File: config.mk
export PLATFORM = sky130hd
export DESIGN_NAME = rv_buffer
export DESIGN_NICKNAME = d
export VERILOG_FILES = /design/src/rtl/rv_buffer.sv
export SDC_FILE = /design/constraint.sdc
export NUM_CORES = 1
export LEC_CHECK = 0
export BUFFER_PORTS_ARGS = -buffer_cell sky130_fd_sc_hd__buf_2
export CORE_MARGIN = 4
export CORE_UTILIZATION = 62
export CTS_BUF_LIST = sky130_fd_sc_hd__clkbuf_2 sky130_fd_sc_hd__clkbuf_4 sky130_fd_sc_hd__clkbuf_8
export CTS_CLUSTER_SIZE = 12
export DETAILED_ROUTE_END_ITERATION = 8
export PLACE_DENSITY = 0.84
export SETUP_SLACK_MARGIN = 0.15
export SYNTH_ARGS = -nofsm -noshare
export SYNTH_HDL_FRONTEND = slang
export SYNTH_SLANG_ARGS = --single-unit
File: constraint.sdc
create_clock -name clk -period 9.1 [get_ports clk]
set_clock_uncertainty 0.1 [all_clocks]
set_input_delay 0.455 -clock clk [delete_from_list [all_inputs] [get_ports clk]]
set_output_delay 0.455 -clock clk [all_outputs]
set_load 0.02 [all_outputs]
File: src/rtl/rv_buffer.sv
// rv_buffer: ready/valid FIFO buffer with occupancy FSM, one-cycle first-word latency and tx_done pulse.
// Optional feature: define RV_BUFFER_TXCOUNT_EN to enable the 32-bit output-transfer counter on tx_count.
module rv_buffer #(
  parameter int DATA_W = 64,
  parameter int DEPTH  = 4
) (
  input  logic                       clk,
  input  logic                       reset,
  input  logic                       in_valid,
  output logic                       in_ready,
  input  logic [DATA_W-1:0]          in_data,
  output logic                       out_valid,
  input  logic                       out_ready,
  output logic [DATA_W-1:0]          out_data,
  output logic                       tx_done,
  output logic [$clog2(DEPTH):0]     level,
  output logic [31:0]                tx_count,
  output logic [1:0]                 state_dbg
);

  // Handshake: a push is in_valid && in_ready and a pop is out_valid && out_ready,
  // both taken at the rising clk edge; in_ready and out_valid depend only on flops.

  localparam int PTR_W = $clog2(DEPTH);
  localparam int LVL_W = PTR_W + 1;

  typedef enum logic [1:0] {
    ST_EMPTY   = 2'd0,
    ST_PARTIAL = 2'd1,
    ST_FULL    = 2'd2
  } state_e;

  state_e             state_q, state_d;
  logic [LVL_W-1:0]   count_q, count_d;
  logic [PTR_W-1:0]   head_q, head_d;
  logic [PTR_W-1:0]   tail_q, tail_d;
  logic               tx_done_q, tx_done_d;
  logic               ready_en_q, ready_en_d;
  logic [DATA_W-1:0]  mem_q [DEPTH];

  logic push;
  logic pop;

  // ready_en_q keeps in_ready low during reset and raises it one edge after release.
  assign in_ready  = ready_en_q && (state_q != ST_FULL);
  assign out_valid = (state_q != ST_EMPTY);
  assign push      = in_valid && in_ready;
  assign pop       = out_valid && out_ready;
  assign out_data  = out_valid ? mem_q[head_q] : '0;
  assign tx_done   = tx_done_q;
  assign level     = count_q;
  assign state_dbg = state_q;

  always_comb begin
    state_d    = state_q;
    count_d    = count_q;
    head_d     = head_q;
    tail_d     = tail_q;
    tx_done_d  = pop;
    ready_en_d = 1'b1;

    if (push) tail_d = tail_q + PTR_W'(1);
    if (pop)  head_d = head_q + PTR_W'(1);

    case (state_q)
      ST_EMPTY: begin
        if (push) begin
          count_d = LVL_W'(1);
          state_d = ST_PARTIAL;
        end
      end
      ST_PARTIAL: begin
        if (push && !pop) begin
          count_d = count_q + LVL_W'(1);
          state_d = (count_q == LVL_W'(DEPTH - 1)) ? ST_FULL : ST_PARTIAL;
        end else if (pop && !push) begin
          count_d = count_q - LVL_W'(1);
          state_d = (count_q == LVL_W'(1)) ? ST_EMPTY : ST_PARTIAL;
        end
      end
      ST_FULL: begin
        if (pop) begin
          count_d = count_q - LVL_W'(1);
          state_d = ST_PARTIAL;
        end
      end
      default: begin
        state_d = ST_EMPTY;
        count_d = '0;
      end
    endcase
  end

  always_ff @(posedge clk or posedge reset) begin
    if (reset) begin
      state_q    <= ST_EMPTY;
      count_q    <= '0;
      head_q     <= '0;
      tail_q     <= '0;
      tx_done_q  <= 1'b0;
      ready_en_q <= 1'b0;
    end else begin
      state_q    <= state_d;
      count_q    <= count_d;
      head_q     <= head_d;
      tail_q     <= tail_d;
      tx_done_q  <= tx_done_d;
      ready_en_q <= ready_en_d;
    end
  end

  // Payload storage needs no reset: out_data is masked to zero while empty.
  always_ff @(posedge clk) begin
    if (push) mem_q[tail_q] <= in_data;
  end

`ifdef RV_BUFFER_TXCOUNT_EN
  logic [31:0] tx_count_q, tx_count_d;

  always_comb begin
    tx_count_d = tx_count_q;
    if (pop) tx_count_d = tx_count_q + 32'd1;
  end

  always_ff @(posedge clk or posedge reset) begin
    if (reset) tx_count_q <= 32'd0;
    else       tx_count_q <= tx_count_d;
  end

  assign tx_count = tx_count_q;
`else
  assign tx_count = 32'd0;
`endif

endmodule
==> results by group <==
Outcome
  – Run status: finished, final reports clean

Worst setup path
  – Buf/Inv on CP: 2
  – Cell Chain, Critical Path: buf_4 -> mux4_2 -> and2_1 -> buf_2
  – WS Path Type: register to output port
  – CP Data Arrival Time: around 3.0 ns
  – Crit Path Max Fanout: 40
  – Crit path max-delay family: buffers and inverters
  – Critical Path RT: around 8.6 ns
  – CP endpoint kind: output port
  – Crit path launch type: register
  – Slowest cell on the critical path: dfrtp_4
  – Peak per-stage delay on the critical path: between 0.7 and 0.8 ns

Yosys
  – Area share of the largest cell type after synthesis: 72.1%
  – Number of synthesized flops with an enable pin: roughly 260
  – Prevailing post-synth register cell: edfxtp_1
  – Seq cells post-synth: between 200 and 300
  – Syn Area/Cell: 20.4 sq um
  – Post-synth top area cell: edfxtp_1
  – Sequential element share of the synthesized area: approximately three quarters
  – Synth Cell Area: 10700 sq um
  – Synth unique cells: 35
  – Synth warn: 0
  – Async SR Flop Fraction: between 4 and 5%
  – Top cells by area, synth: edfxtp_1 72%, mux4_2 14%, and2_1 4.1%
  – Syn Inst Count: ~520

Timing
  – Worst Max-Slew Pin Slew: about 1.2 ns
  – Slew Viols, Final: 0
  – Fmax achieved: roughly 280 MHz
  – Hold Worst Slack: a little under 0.04 ns
  – Fin crit share: roughly 40%
  – # setup viols final: 0
  – Setup tns final: 0 ns
  – Headroom to the max-slew limit: roughly 22%
  – Setup ws final: ~5.5 ns
  – Hold Vio Cnt, Final: 0
  – Period minus WS final: approximately 3.6 ns
  – RSZ-0062 raised after global routing: no

Die
  – Die Height: 139 um
  – Die ar.: 19400 sq um
  – Core Footprint: about 17000 sq um
  – Ports: about 170
  – # rows: 47
  – Initial core utilization: between 60 and 70%
  – Die width: 139 um

Place
  – Dpl cells: approximately 860
  – PortBufs: ~140
  – GP Congestion: approximately 0.87
  – DP Worst Slack: between 5 and 6 ns
  – DPL Wire Length: between 10 and 15 mm

Clock tree
  – Root Driver: clkbuf_8
  – CTS sink count: ~270
  – Clock buffer depth: 3
  – Post-CTS repair timing setup buffer count: 0
  – TritonCTS clock tree: done
  – H-tree Lvls: 2
  – Resized cells post-CTS: 0
  – CTS buffer count: 40
  – Clk pin slew, worst setup/hold paths: around 0.07 ns
  – Hold buffer count at cts: 1
  – Clock Latency Late Sink: between 0.5 and 0.6 ns

Routing
  – DR vias/cell: between 5 and 6
  – Total Wirelength: around 19 mm
  – Via count: between 5000 and 6000
  – Drt wl/cell: about 20 um
  – DR iter-0 viols: approximately 330
  – Pre-antenna DRT Iters: 5
  – DRC: 0
  – Post-route ant nets: 0

GRT
  – Initial antenna violation count: 2
  – Total GRT Usage: about a fifth
  – Grt ovf: 0
  – Vias in the first global route: between 5000 and 6000
  – First-pass GRT wire length: slightly above 30 mm
  – Largest net degree at the start of global routing: between 60 and 70

Finish
  – Post-route insts no fill: between 900 and 1000
  – Layout cells sized above 1: 39.2%
  – Layout area overhead: 14.4%
  – Fill cells: roughly 990
  – Final nets: between 700 and 800

Worst hold path
  – Hold crit path type: input port to register

Power
  – PwrDens: between 300 and 400 nW/um^2
  – P_leak: roughly 4.3 nW
  – Max VDD drop: 0.251 mV

Run
  – Total of max-cap violations: 0
[state kept, by name (all words and copies together), names as in the netlist]
name	cells
mem_q	256
head_q	2
ready_en_q	1
level	3
tx_done	1
state_dbg	2
tail_q	2
[cell type report]
class	instances	area (sq um)	share of cell area (%)
antenna	1	2.50	0.0205
clock buffer	57	703	5.77
clock inverter	14	93.8	0.770
inverter	8	30.0	0.246
multi-input combinational	222	2410	19.7
sequential	267	7970	65.4
tap	220	275	2.26
timing repair buffer	141	713	5.85
[metal layers]
metal  vias to the layer above  wire, um  global-route usage [%]  part of all wire [%]
met2                       209      9780                    33.8                    51
met4                         4       308                    6.18                   1.6
met1                      2646      7530                    26.3                    40
met3                        31      1380                    4.79                   7.2
met5                         -        31                       0                  0.16
li1                       2326         -                       -                     -
[placed cells by master, fill, tap and decap left out, drive strengths merged]
| master | n |
|---|---|
| nand2b | 1 |
| mux2i | 1 |
| clkbuf | 57 |
| a222oi | 1 |
| nor3 | 2 |
| a21oi | 2 |
| o22ai | 3 |
| o32a | 1 |
| nand2 | 9 |
| a21boi | 1 |
| mux4 | 64 |
| a31oi | 3 |
| clkinvlp | 2 |
| dfrtp | 11 |
| xnor2 | 5 |
| and2 | 69 |
| nand3b | 1 |
| clkinv | 11 |
| nor2b | 3 |
| nor2 | 3 |
| ha | 8 |
| inv | 8 |
| or4 | 1 |
| dlygate4sd3 | 1 |
| buf | 140 |
| nand4 | 1 |
| conb | 33 |
| o221a | 1 |
| o211ai | 2 |
| o21a | 1 |
| nand3 | 1 |
| bufinv | 1 |
| diode | 1 |
| edfxtp | 256 |
| or2 | 1 |
| o21ai | 3 |
| a221oi | 1 |
[cell families after synthesis]
logic type,share of synthesized area (%)
DFF,74.7
and+or+nand+nor,5.11
muxes,13.6
buffers and inverters,3.90
AOI/OAI and AO/OA,1.24
adders and majority gates,0.939
xor gates and xnor gates,0.411
other,0.0705
[report_power, final]
| part | total, mW | leakage (nW) | switching, mW | internal [mW] |
|---|---|---|---|---|
| sequential | 1.64 | 2.45 | 0.141 | 1.50 |
| clock | 0.941 | 0.422 | 0.414 | 0.527 |
| combinational | 1.21 | 1.47 | 0.666 | 0.548 |
[through the flow]
stage / area (sq um) / utilization (%) / total power [mW]
2_1_floorplan: 10800 / - / 2.54
3_3_place_gp: 11400 / 68.2 / 2.87
3_5_place_dp: 11400 / 68.2 / 2.90
4_1_cts: 12200 / 73.0 / 3.84
5_1_grt: 12200 / 73.0 / 3.99
6_report: 12200 / 73.0 / 3.79
[synth_stat cells (all sizes together) (2+ instances only)]
cell / n
inv: 8
nor3: 2
o211ai: 2
o21ai: 3
dfrtp: 11
a31oi: 3
nor2: 3
mux4: 64
edfxtp: 256
nor2b: 3
xnor2: 5
o22ai: 3
clkbuf: 8
a21oi: 2
conb: 2
and2: 69
nand2: 9
ha: 8
buf: 49
[worst paths after layout]
path	to	cells after the start	from	slack, ns
min	mem_q[3][2]$_DFFE_PP_	1	in_data[2]	0.04
max in group asynchronous	head_q[1]$_DFFE_PP0P_	3	reset	8.17
min reg2reg	tail_q[1]$_DFFE_PP0P_	2	tail_q[1]$_DFFE_PP0P_	0.53
max reg2reg	mem_q[1][49]$_DFFE_PP_	3	state_dbg[1]$_DFFE_PP0P_	6.46
max	out_data[52]	4	head_q[0]$_DFFE_PP0P_	5.54
min in group asynchronous	state_dbg[1]$_DFFE_PP0P_	3	reset	0.37
Power figures use the tool's default switching activity.
